### src/rtl/norm_unit.sv
// norm_unit: iterative single-bit normalizer.
// Shifts a captured operand one position per cycle toward its MSB (dir_i=0)
// or LSB (dir_i=1) until that bit is set, counting the shifts applied.
// Optional feature: define NORM_ABORT_EN to add an abort_i port that returns
// the FSM to IDLE from SHIFT or DONE without a done_o pulse.
module norm_unit #(
  parameter int WIDTH = 8
) (
  input  logic             clk_i,
  input  logic             rst_ni,
`ifdef NORM_ABORT_EN
  input  logic             abort_i,
`endif
  input  logic             start_i,
  input  logic             dir_i,
  input  logic [WIDTH-1:0] A_i,
  output logic [WIDTH-1:0] data_o,
  output logic [WIDTH-1:0] shamt_o,
  output logic             busy_o,
  output logic             done_o,
  output logic             zero_o
);

  typedef enum logic [1:0] {
    IDLE  = 2'd0,
    SHIFT = 2'd1,
    DONE  = 2'd2
  } state_e;

  state_e             state_q, state_d;
  logic [WIDTH-1:0]   data_q,  data_d;
  logic [WIDTH-1:0]   shamt_q, shamt_d;
  logic               dir_q,   dir_d;
  logic               zero_q,  zero_d;
  logic               busy_q,  busy_d;
  logic               done_q,  done_d;
  logic               target_bit;

  // Bit that must be set for the operand to count as normalized.
  assign target_bit = dir_q ? data_q[0] : data_q[WIDTH-1];

  // Next-state and datapath update for the normalize sequence.
  always_comb begin
    // NOTE: every variable gets a hold default first so no path leaves it
    // unassigned; otherwise synthesis would infer a latch.
    state_d = state_q;
    data_d  = data_q;
    shamt_d = shamt_q;
    dir_d   = dir_q;
    zero_d  = zero_q;

    unique case (state_q)
      IDLE: begin
        if (start_i) begin
          data_d  = A_i;
          dir_d   = dir_i;
          shamt_d = '0;
          zero_d  = 1'b0;
          state_d = SHIFT;
        end
      end
      SHIFT: begin
        if (data_q == '0) begin
          zero_d  = 1'b1;
          shamt_d = '0;
          state_d = DONE;
        end else if (target_bit) begin
          state_d = DONE;
        end else begin
          // A nonzero operand reaches its target in at most WIDTH-1 shifts,
          // so the count cannot overflow.
          data_d  = dir_q ? {1'b0, data_q[WIDTH-1:1]} : {data_q[WIDTH-2:0], 1'b0};
          shamt_d = shamt_q + WIDTH'(1);
        end
      end
      DONE:    state_d = IDLE;
      default: state_d = IDLE;
    endcase

`ifdef NORM_ABORT_EN
    // Abort overrides everything in SHIFT/DONE and freezes the visible results.
    if (abort_i && (state_q != IDLE)) begin
      state_d = IDLE;
      data_d  = data_q;
      shamt_d = shamt_q;
      zero_d  = zero_q;
    end
`endif

    // Status outputs are registered copies decoded from the next state.
    busy_d = (state_d != IDLE);
    done_d = (state_d == DONE);
  end

  // State and output registers with asynchronous active-low reset.
  always_ff @(posedge clk_i or negedge rst_ni) begin
    // NOTE: sequential state uses non-blocking assignments so all flops
    // update together from the values present before the edge.
    if (!rst_ni) begin
      state_q <= IDLE;
      data_q  <= '0;
      shamt_q <= '0;
      dir_q   <= 1'b0;
      zero_q  <= 1'b0;
      busy_q  <= 1'b0;
      done_q  <= 1'b0;
    end else begin
      state_q <= state_d;
      data_q  <= data_d;
      shamt_q <= shamt_d;
      dir_q   <= dir_d;
      zero_q  <= zero_d;
      busy_q  <= busy_d;
      done_q  <= done_d;
    end
  end

  assign data_o  = data_q;
  assign shamt_o = shamt_q;
  assign busy_o  = busy_q;
  assign done_o  = done_q;
  assign zero_o  = zero_q;

endmodule
### config.mk
export PLATFORM = sky130hd
export DESIGN_NAME = norm_unit
export DESIGN_NICKNAME = d
export VERILOG_FILES = /design/src/rtl/norm_unit.sv
export SDC_FILE = /design/constraint.sdc
export NUM_CORES = 1
export LEC_CHECK = 0
export ABC_AREA = 1
export CAP_MARGIN = 0
export CORE_UTILIZATION = 49
export DETAILED_ROUTE_END_ITERATION = 10
export PLACE_DENSITY = 0.82
export REMOVE_ABC_BUFFERS = 1
export SETUP_SLACK_MARGIN = 0.05
export SYNTH_ARGS = -nofsm -noshare
export SYNTH_HDL_FRONTEND = slang
export SYNTH_SLANG_ARGS = --single-unit
### constraint.sdc
create_clock -name clk_i -period 1.7 [get_ports clk_i]
set_input_delay 0.17 -clock clk_i [delete_from_list [all_inputs] [get_ports clk_i]]
set_output_delay 0.17 -clock clk_i [all_outputs]
set_load 0.02 [all_outputs]
==> impl_results.md, run 1 <==
- Starting Density: 52.50%
- Fraction of layout cells with a size suffix above 1: 9.569%
- Most common library cell in the layout ignoring fill and taps: nand2_1
- Worst path cell trace: clkdlybuf4s50_1
- Gr ovfl total: 0
- Max_cap viols: 0
- Most frequent cells in the layout: nand2_1, clkdlybuf4s50_1, dfrtp_1, nor2_1, inv_1
- Nets: 224
- Setup-failing EPs final: 0
- Post-cts gate resize count: 0
- Worst path arrival time: 1420 ps
- CP Buf/Inv Count: 1
- Worst reg-to-reg path cell count: 8
- Synthesized area per cell: 7.374 µm²
- Clock latency on the worst-skew pair: 310 ps
- Highest metal used: met4
- FF-to-FF setup slack: 240 ps
- Synth area leaders: dfrtp_1, nand2_1, o21ai_0
- Hold buffers post-CTS: 0
- Core Region: 2500 µm²
- Seq/Total Area, Yosys: 41.94%
- Root buffer cell: clkbuf_4
- RR Endpoint: data_o[3]
- Detailed Route Iter0 Violations: 36
- Post-CTS Setup Repair Bufs: 0
- IO Pins: 31
- TritonCTS Sinks: 22
- CTS Buf Count: 3
- ANT nets after route: 0
- First-pass GRT wire length: 4926 µm
- Mapped cell area: 1313 µm²
- Antenna cells: 0
- DRC: 0
- Max incr delay on CP: 640 ps
- Pwr/cell area: 1619 nW/µm²
- Pleak: 0.0008309 µW
- Status: finished clean
- Largest net degree at the start of global routing: 23
- YS warnings: 0
- Critical R2R Launch: dir_q
- Met2 routed WL: 1336 µm
- Worst Setup End Kind: output port
- Wl on met1: 1297 µm
- RSZ-0062 raised after global routing: no
- Max IR drop VDD: 1.093 mV
- Worst setup SP type: flip-flop
- Via count: 1259
- Placer Congestion: 0.8572
- Clock Skew: 7.644 ps
- Final WL: 2836 µm
- Met3 WL: 193 µm
- Hold_ws: 203.9 ps
- Syn Inst Count: 178
- Die area: 2890 µm²
- Leading area contributor after synthesis: dfrtp_1
- CTS HTree Levels: 1
- # port buffers: 30
- CTS max path bufs: 2
- Initial antenna violation count: 0
- Drt wl/cell: 11.87 µm
- Drt first pass iters: 4
- Synthesis-to-layout area growth: 25.64%
- Endpoints failing hold: 0
- Chip Height: 53.76 µm
- DR vias/cell: 5.268
- Vias in the first global route: 1153
- Clk slew on worst S/H paths: 120 ps
- Fmax: 627.1 MHz
- Critical Path Slowest Stage Cell: clkdlybuf4s50_1
- Post-DP HPWL: 2050 µm
- TNS Setup: 0 ps
- Tightest Hold Check Type: in -> async
- Final worst-path cycle share: 93.80%
- Die width: 53.76 µm
- CTS tree: built
- Top-area cell type share of the netlist area: 41.94%
- Max Fanout on Critical Path: 6
- Overall power: 2670 µW
- Setup CP Type: reg -> out
- Count of cell types in the netlist: 22
- Period minus WS final: 1595 ps
- Slew headroom: 73.81%
- Max-slew violations: 0
- Worst path top cell family by delay: buffers and inverters
- Cell Rows: 18
- Worst-Margin Slew: 392.8 ps
- Total GRT Usage: 23.36%
- Worst Path Required: 1530 ps
- Synth Register Bits: 22
layout make-up:
| type | count | area [µm²] |
|---|---|---|
| tap | 30 | 37.54 |
| inverter | 21 | 81.33 |
| multi-input combinational | 130 | 634.4 |
| sequential | 22 | 550.5 |
| timing repair buffer | 33 | 322.8 |
| fill | 221 | 850.8 |
| clock buffer | 3 | 22.52 |
sequential cells by signal (all words and copies together), names as in the netlist:
register / flops
done_o: 1
zero_o: 1
busy_o: 1
state_q: 2
dir_q: 1
data_o: 8
shamt_o: 8
metal layers:
metal	global-route usage [%]	vias to the layer above
li1	-	633
met1	31.17	576
met2	37.65	48
met3	6.497	2
met4	4.386	0
met5	0	-
worst max path at each step:
stage	start	to	slack, ps	cells past startpoint
after floorplan	data_o[5]	data_o[0]	360	8
after global placement	start_i	shamt_o[5]	270	7
after detailed placement	start_i	shamt_o[5]	240	7
after CTS	data_o[6]	data_o[6]	120	1
after global routing	data_o[7]	data_o[7]	60	1
final	data_o[6]	data_o[6]	110	1
power by group:
| group | leakage (µW) | internal [µW] | switching [µW] |
|---|---|---|---|
| registers | 0.000286 | 688 | 234 |
| clock network | 0.0000138 | 82.9 | 155 |
| logic | 0.000531 | 594 | 917 |
| total | 0.000831 | 1360 | 1310 |
per-stage QoR:
| stage | cells | area, µm² | util (%) | setup slack (ps) |
|---|---|---|---|---|
| 2_1_floorplan | 173 | 1266 | - | 361.5 |
| 3_3_place_gp | 236 | 1627 | 65.07 | 274.2 |
| 3_5_place_dp | 236 | 1627 | 65.07 | 241.7 |
| 4_1_cts | 239 | 1649 | 65.97 | 116.5 |
| 5_1_grt | 239 | 1649 | 65.97 | 56.60 |
| 6_report | 239 | 1649 | 65.97 | 105.4 |
synthesized netlist by cell type:
| master | count |
|---|---|
| nor2_8 | 1 |
| nand2_2 | 4 |
| a21oi_1 | 4 |
| dfrtp_1 | 22 |
| o21ai_0 | 18 |
| ha_1 | 1 |
| inv_2 | 1 |
| buf_6 | 3 |
| inv_4 | 1 |
| o21bai_1 | 2 |
| buf_4 | 1 |
| nor2_1 | 19 |
| xor2_1 | 2 |
| o21ai_2 | 3 |
| nand4_1 | 3 |
| a21oi_4 | 1 |
| nor2_2 | 2 |
| buf_2 | 1 |
| nand3_2 | 1 |
| inv_1 | 19 |
| nand2_1 | 53 |
| nand3_1 | 16 |
logic make-up (layout without fill, tap and decap cells):
family / count (synthesis) / count (layout) / share of synthesized area, %
AND/OR/NAND/NOR: 99 / 99 / 33.27
AO/OA/AOI/OAI: 28 / 28 / 12.77
adder cells (fa/ha/maj): 1 / 1 / 0.9531
flip-flops: 22 / 22 / 41.94
XOR/XNOR: 2 / 2 / 1.335
buffers and inverters: 26 / 57 / 9.723
(Power assumes the default switching activity.)
==> run 2, diff against run 1 <==
Settings changed: CORE_UTILIZATION 49 to 25, PLACE_DENSITY 0.82 to 0.49.
==> run 2 against run 1 <==
Against the previous run: via count decreased by 0.71%; setup slack improved by 31 ps; sequential power decreased by 2.6%; sequential share of layout area decreased by 2.7 points; combinational power increased by 11%; critical path depth unchanged; largest power group unchanged.
==> impl_results.md, run 2 (synthesized netlist as in run 1, its figures left out) <==
- Status: finished clean
- ANT nets after route: 0 (unchanged)
- Die area: 5544 µm² (+92%)
- Via count: 1250 (-0.71%)
- Worst path top cell family by delay: buffers and inverters
- Overall power: 3084 µW (+15%)
- Slew headroom: 72.27% (-1.5 points)
- Most common library cell in the layout ignoring fill and taps: nand2_1
- Post-CTS Setup Repair Bufs: 0 (unchanged)
- Antenna cells: 0 (unchanged)
- Worst setup SP type: flip-flop
- CP Buf/Inv Count: 1 (unchanged)
- CTS tree: built
- Clk slew on worst S/H paths: 90 ps (-30 ps)
- Drt first pass iters: 4 (unchanged)
- Total GRT Usage: 13.99% (-9.4 points)
- Pleak: 0.0008818 µW (+6.1%)
- Fmax: 639.5 MHz (+2.0%)
- Chip Height: 74.46 µm (+39%)
- CTS HTree Levels: 1 (unchanged)
- Setup CP Type: reg -> out
- First-pass GRT wire length: 5851 µm (+19%)
- CP endpoint: data_o[7]
- Gr ovfl total: 0 (unchanged)
- Initial antenna violation count: 0 (unchanged)
- Most frequent cells in the layout: nand2_1, clkdlybuf4s50_1, dfrtp_1, nor2_1, inv_1
- Dpl ws: 227.6 ps (-14.11 ps)
- TNS Setup: 0 ps (unchanged)
- DR vias/cell: 4.371 (-17%)
- Die width: 74.46 µm (+39%)
- Max Fanout on Critical Path: 6 (unchanged)
- RR Endpoint: data_o[1]
- Critical Path Slowest Stage Cell: clkdlybuf4s50_1
- Endpoints failing hold: 0 (unchanged)
- Period minus WS final: 1564 ps (-30.81 ps)
- FF-to-FF setup slack: 250 ps (about the same)
- DRC: 0 (unchanged)
- Vias in the first global route: 1146 (-0.61%)
- CTS Buf Count: 3 (unchanged)
- Max_cap viols: 0 (unchanged)
- Placer Congestion: 0.7864 (-8.3%)
- Final WL: 3409 µm (+20%)
- Max-slew violations: 0 (unchanged)
- Root buffer cell: clkbuf_8
- Worst path arrival time: 1390 ps (-30 ps)
- Post-cts gate resize count: 0 (unchanged)
- CTS max path bufs: 2 (unchanged)
- Worst Setup End Kind: output port
- Clock Skew: 2.882 ps (-4.762 ps)
- Pwr/cell area: 1720 nW/µm² (+6.2%)
- Critical R2R Launch: state_q[1]
- Worst Path Required: 1530 ps (about the same)
- Max incr delay on CP: 650 ps (about the same)
- Drt wl/cell: 11.92 µm (+0.45%)
- Core Region: 5075 µm² (+100%)
- Tightest Hold Check Type: in -> async
- WP depth: 1 (unchanged)
- Detailed Route Iter0 Violations: 82 (+130%)
- Max IR drop VDD: 0.5999 mV (-45%)
- Setup WS post-layout: 136.2 ps (+30.81 ps)
- IO Pins: 31 (unchanged)
- Clock latency on the worst-skew pair: 270 ps (-40 ps)
- # port buffers: 30 (unchanged)
- TritonCTS Sinks: 22 (unchanged)
- Cell Rows: 26 (+8)
- Worst-Margin Slew: 415.9 ps (+23.11 ps)
- Worst path cell trace: clkdlybuf4s50_1
- Worst reg-to-reg path cell count: 6 (-2)
- Fraction of layout cells with a size suffix above 1: 12.50% (+2.9 points)
- Largest net degree at the start of global routing: 23 (unchanged)
- Nets: 230 (+2.7%)
- Setup-failing EPs final: 0 (unchanged)
- Final worst-path cycle share: 91.99% (-1.8 points)
- Starting Density: 25.86% (-27 points)
- Start point of the critical path: data_o[7]
- Post-DP HPWL: 2441 µm (+19%)
- Synthesis-to-layout area growth: 36.61%
- Hold buffers post-CTS: 0 (unchanged)
- RSZ-0062 raised after global routing: no
-- run 2: cell count changes in the layout (fill, tap and decap cells not counted) --
cell,change
buf_4,+6
clkbuf_8,+3
bufinv_16,+1
clkbuf_4,-3
-- run 2: routing by layer --
| layer | GRT usage [%] | up-vias | part of all wire [%] |
|---|---|---|---|
| met5 | 0 | - | 0 |
| met4 | 5.031 | 0 | 1.3 |
| met3 | 1.762 | 4 | 4.7 |
| met2 | 20.22 | 30 | 44 |
| met1 | 21.11 | 572 | 50 |
| li1 | - | 644 | - |
-- run 2: through the flow --
stage               cell area (µm²)  cells  util [%]  hold WS [ps]
floorplan                      1266    173         -        -125.6
global placement               1722    282     33.93         465.2
detailed placement             1722    282     33.93         474.6
CTS                            1793    286     35.33         256.7
global route                   1793    286     35.33         273.3
finish                         1793    286     35.33         247.3
-- run 2: layout make-up --
cell class              count  area, µm²
fillers                   556       3282
multi-input cells         130      634.4
flip-flops and latches     22      550.5
repair buffers             39      367.9
well taps                  70      87.58
inverters                  21      81.33
clock buffers               3      41.29
clock inverters             1      30.03
-- run 2: report_power, final --
group / internal [µW] / total, µW / leakage, µW / switching (µW)
Clock: 315 / 508 / 0.0000357 / 193
Combinational: 675 / 1680 / 0.000560 / 1000
Sequential: 689 / 898 / 0.000286 / 209
Total: 1680 / 3080 / 0.000882 / 1410
-- run 2: worst min-delay path by stage --
stage | end | slack (ps) | depth (start not counted)
6_report | dir_q | 250 | 2
5_1_grt | shamt_o[2] | 270 | 2
4_1_cts | zero_o | 260 | 2
3_5_place_dp | zero_o | 470 | 2
3_3_place_gp | zero_o | 470 | 2
2_1_floorplan | busy_o | -130 | 0
==> RTL edit 1: new RTL, config.mk and constraints of run 1 <==
Set the parameter `WIDTH` to 12 (it was 8).
--- a/src/rtl/norm_unit.sv
+++ b/src/rtl/norm_unit.sv
@@ -4,7 +4,7 @@
 // Optional feature: define NORM_ABORT_EN to add an abort_i port that returns
 // the FSM to IDLE from SHIFT or DONE without a done_o pulse.
 module norm_unit #(
-  parameter int WIDTH = 8
+  parameter int WIDTH = 12
 ) (
   input  logic             clk_i,
   input  logic             rst_ni,
Ports: changed (resized A_i, data_o and shamt_o); port bits go from 31 to 43. The function was not compared with the original's and may differ.
==> RTL edit 1 against run 1 <==
Die area up 35%. Wire length increased by 51%. Design area rose by 41%. Utilization is 2.0 points higher. Total power increased by 39%. Combinational power grew 36%. Setup slack better by 0.016 ns. Sequential cell count up 8. Synthesized area up 37%. Critical endpoint is now data_o[10]. Highest routed layer unchanged.
==> RTL edit 1: results (changes against run 1) <==
| Metric | Value |
|---|---|
| H-Tree Depth | 2 (was 1) |
| Initial drt markers | 106 (was 36) |
| Reg clk slew, reported paths | 0.10 ns (was 0.12 ns) |
| Power Density | 1600 mW/mm2 (was 1620 mW/mm2) |
| Worst skew pair latency | 0.34 ns (was 0.31 ns) |
| Outcome | finished clean (unchanged) |
| Met3 WL | 267 um (was 193 um) |
| Met2 Use GR | 42.9% (was 37.7%) |
| GRT met3 Usage | 6.75% (was 6.50%) |
| Slew HR | 70.5% (was 73.8%) |
| Detail Route met2 WL | 2170 um (was 1340 um) |
| Synth Area in Adders | 0.698% (was 0.953%) |
| GPL Wtd Cong | 0.883 (was 0.857) |
| GRT Total Usage | 25.2% (was 23.4%) |
| Smallest hold slack | 0.216 ns (was 0.204 ns) |
| Depth of the worst register-to-register path | 7 (was 8) |
| Synth unique cells | 25 (was 22) |
| Global-route wire length before repair | 7660 um (was 4930 um) |
| P_seq | 1210 uW (was 922 uW) |
| Nets | 309 (was 224) |
| Met1 wire length | 1780 um (was 1300 um) |
| Post-Syn Instances | 247 (was 178) |
| Synth top cells by count | nand2_1, nor2_1, dfrtp_1, nand3_1, o21ai_0 (was nand2_1, dfrtp_1, inv_1, nor2_1, o21ai_0) |
| Xor/xnor share of the synthesized area | 0.488% (was 1.33%) |
| DP HPWL | 2960 um (was 2050 um) |
| Placed cells | 329 (was 236) |
| Layout fillers | 305 (was 221) |
| Initial DRT Pass Iterations | 5 (was 4) |
| Final setup skew | 0.0114 ns (was 0.00764 ns) |
| Combinational gate power | 2050 uW (was 1510 uW) |
| Share of layout cells above drive strength 1 | 10.6% (was 9.57%) |
| Crit. Startpoint | data_o[10]$_DFFE_PN0P_ (was data_o[6]$_DFFE_PN0P_) |
| Synth top area cells | dfrtp_1, nand2_1, nand3_1 (was dfrtp_1, nand2_1, o21ai_0) |
| Synth Area in Compound Gates | 14.1% (was 12.8%) |
-- RTL edit 1: worst register-to-register path: stages (launching register included) --
cell,delay [ns]
dfrtp_1,0.42
inv_2,0.21
nor2_4,0.11
a21oi_2,0.39
nand2_1,0.12
nand2_1,0.08
nand2_1,0.05
nor2_1,0.08
-- RTL edit 1: cells by family (layout without fill, tap and decap cells) --
group / count (synthesis) / after routing
fa+ha+maj: 1 / 1
xor+xnor: 1 / 1
compound gates: 47 / 47
flops: 30 / 30
simple gates: 134 / 134
buf+inv: 34 / 80
-- RTL edit 1: final cells by class --
class / instances / area (um2) / share of cell area, %
clock buffers: 7 / 55.1 / 2.37
well taps: 46 / 57.6 / 2.48
inverters: 24 / 90.1 / 3.88
repair buffers: 48 / 483 / 20.8
flip-flops and latches: 30 / 751 / 32.3
clock inverters: 1 / 5.00 / 0.216
multi-input cells: 183 / 880 / 37.9
-- RTL edit 1: what timing repair did --
action,in CTS,in global routing
setup endpoints to repair,0,7
setup buffers,0,2
gates resized for setup,0,2
==> RTL edit 2: new RTL, settings of run 1 <==
Without the edit above. Make the reset (`rst_ni`) synchronous in one clocked block. Comments in the files are not updated.
--- a/src/rtl/norm_unit.sv
+++ b/src/rtl/norm_unit.sv
@@ -93,7 +93,7 @@
   end
 
   // State and output registers with asynchronous active-low reset.
-  always_ff @(posedge clk_i or negedge rst_ni) begin
+  always_ff @(posedge clk_i) begin
     // NOTE: sequential state uses non-blocking assignments so all flops
     // update together from the values present before the edge.
     if (!rst_ni) begin
Behaviour: differs if rst_ni is asserted again (counterexample within 4 cycles, from zero or initial values and one cycle with rst_ni low); with rst_ni held inactive, the same outputs for 10 cycles.
==> RTL edit 2 against run 1 <==
Clock power is 71% higher. Critical path depth stayed put. Design area is 3.5% lower. Largest cell class unchanged. Count of clock-buffer cells in the layout stayed put. Synthesized area is 8.7% lower. Critical endpoint is now shamt_o[1]. Total power is 31% lower. Highest routed layer unchanged. Critical path type unchanged. Sequential power is 28% lower. Wire length is 8.6% higher. Sequential cell count stayed put. Synthesized cell count is 4.5% higher. Via count is 2.1% higher. Setup slack better by 0.039 ns.
==> RTL edit 2: results (changes against run 1) <==
| Metric | Value |
|---|---|
| Layout fillers | 210 (was 221) |
| Reg area | 440 um2 (was 551 um2) |
| GPL Wtd Cong | 0.814 (was 0.857) |
| Reg2Reg Launch Point | dir_q$_SDFFE_PN0P_ (was dir_q$_DFFE_PN0P_) |
| Async SR Flop Fraction | 0% (was 100%) |
| Crit. Startpoint | shamt_o[1]$_SDFFE_PN0P_ (was data_o[6]$_DFFE_PN0P_) |
| Final wirelength | 3080 um (was 2840 um) |
| Leakage | 0.000692 uW (was 0.000831 uW) |
| Actual slew at the worst max-slew pin | 0.337 ns (was 0.393 ns) |
| Area post-placement | 0.00154 mm2 (was 0.00163 mm2) |
| Flop2flop setup slack | 0.28 ns (was 0.24 ns) |
| Initial drt markers | 40 (was 36) |
| DR vias/cell | 5.20 (was 5.27) |
| DP HPWL | 2280 um (was 2050 um) |
| Largest net degree at the start of global routing | 15 (was 23) |
| Synth top area cells | dfxtp_1, nand2_1, nor2_1 (was dfrtp_1, nand2_1, o21ai_0) |
| Net switching power | 703 uW (was 1310 uW) |
| R2r endpoint | data_o[5]$_SDFFE_PN0P_ (was data_o[3]$_DFFE_PN0P_) |
| Nets | 233 (was 224) |
| CP endpoint | shamt_o[1] (was data_o[6]) |
| Final critical-path share of the clock period | 91.5% (was 93.8%) |
| Area share of the largest cell type after synthesis | 36.7% (was 41.9%) |
| Post-synthesis sequential area ratio | 36.7% (was 41.9%) |
| Outcome | finished clean (unchanged) |
| Critical path fanouts, max | 5 (was 6) |
| VDD IR max | 0.893 mV (was 1.09 mV) |
| Global-route wire length before repair | 5200 um (was 4930 um) |
==> RTL edit 2: cell count changes in the layout (fill, tap and decap cells not counted), moves of 2 or more <==
cell,change
inv_1,-4
nand4_1,-3
nand2_4,+3
dfxtp_1,+22
o21bai_1,-2
o21ai_2,-3
dfrtp_1,-22
a21oi_1,+9
nand2_1,-4
nor2_1,+20
xor2_1,-2
nand3_1,-4
==> RTL edit 2: cells by family (layout without fill, tap and decap cells) <==
kind of cell	count (synthesis)	after routing	synth area share [%]
flip-flops	22	22	36.7
adder cells (fa/ha/maj)	1	1	1.04
AND/OR/NAND/NOR	109	109	38.7
buffers and inverters	22	55	9.19
AO/OA/AOI/OAI	32	32	14.3
==> RTL edit 2: repair_timing <==
item,4_1_cts,5_1_grt
resized for setup,0,1
hold buffers,0,0
setup endpoints to repair,0,1
==> RTL edit 2: power by group through the flow <==
stage               combinational (uW)  sequential (uW)  clock, uW
finish                             774              663        408
global route                       853              673        438
floorplan                          401              734          0
global placement                   744              668          0
CTS                                773              663        413
detailed placement                 768              674          0
==> RTL edit 2: layout make-up <==
type,instances,area share [%]
Multi-Input combinational cell,142,40.7
Clock buffer,3,1.42
Inverter,16,3.93
Clock inverter,1,1.89
Timing Repair Buffer,35,22.2
Tap cell,28,2.20
Sequential cell,22,27.7
==> RTL edit 2: layer usage <==
layer	wire length, um	global-route usage [%]	share of wire [%]
met1	1340	31.9	44
met2	1520	44.6	49
met3	189	6.85	6.1
met4	31	11.7	1.0
met5	0	0	0
==> RTL edit 2: stage by stage <==
step | hold slack [ns] | util [%] | std cells
finish | 0.485 | 70.6 | 247
detailed placement | 0.466 | 68.1 | 243
CTS | 0.487 | 70.5 | 247
global route | 0.496 | 70.6 | 247
global placement | 0.464 | 68.1 | 243
floorplan | 0.290 | - | 180
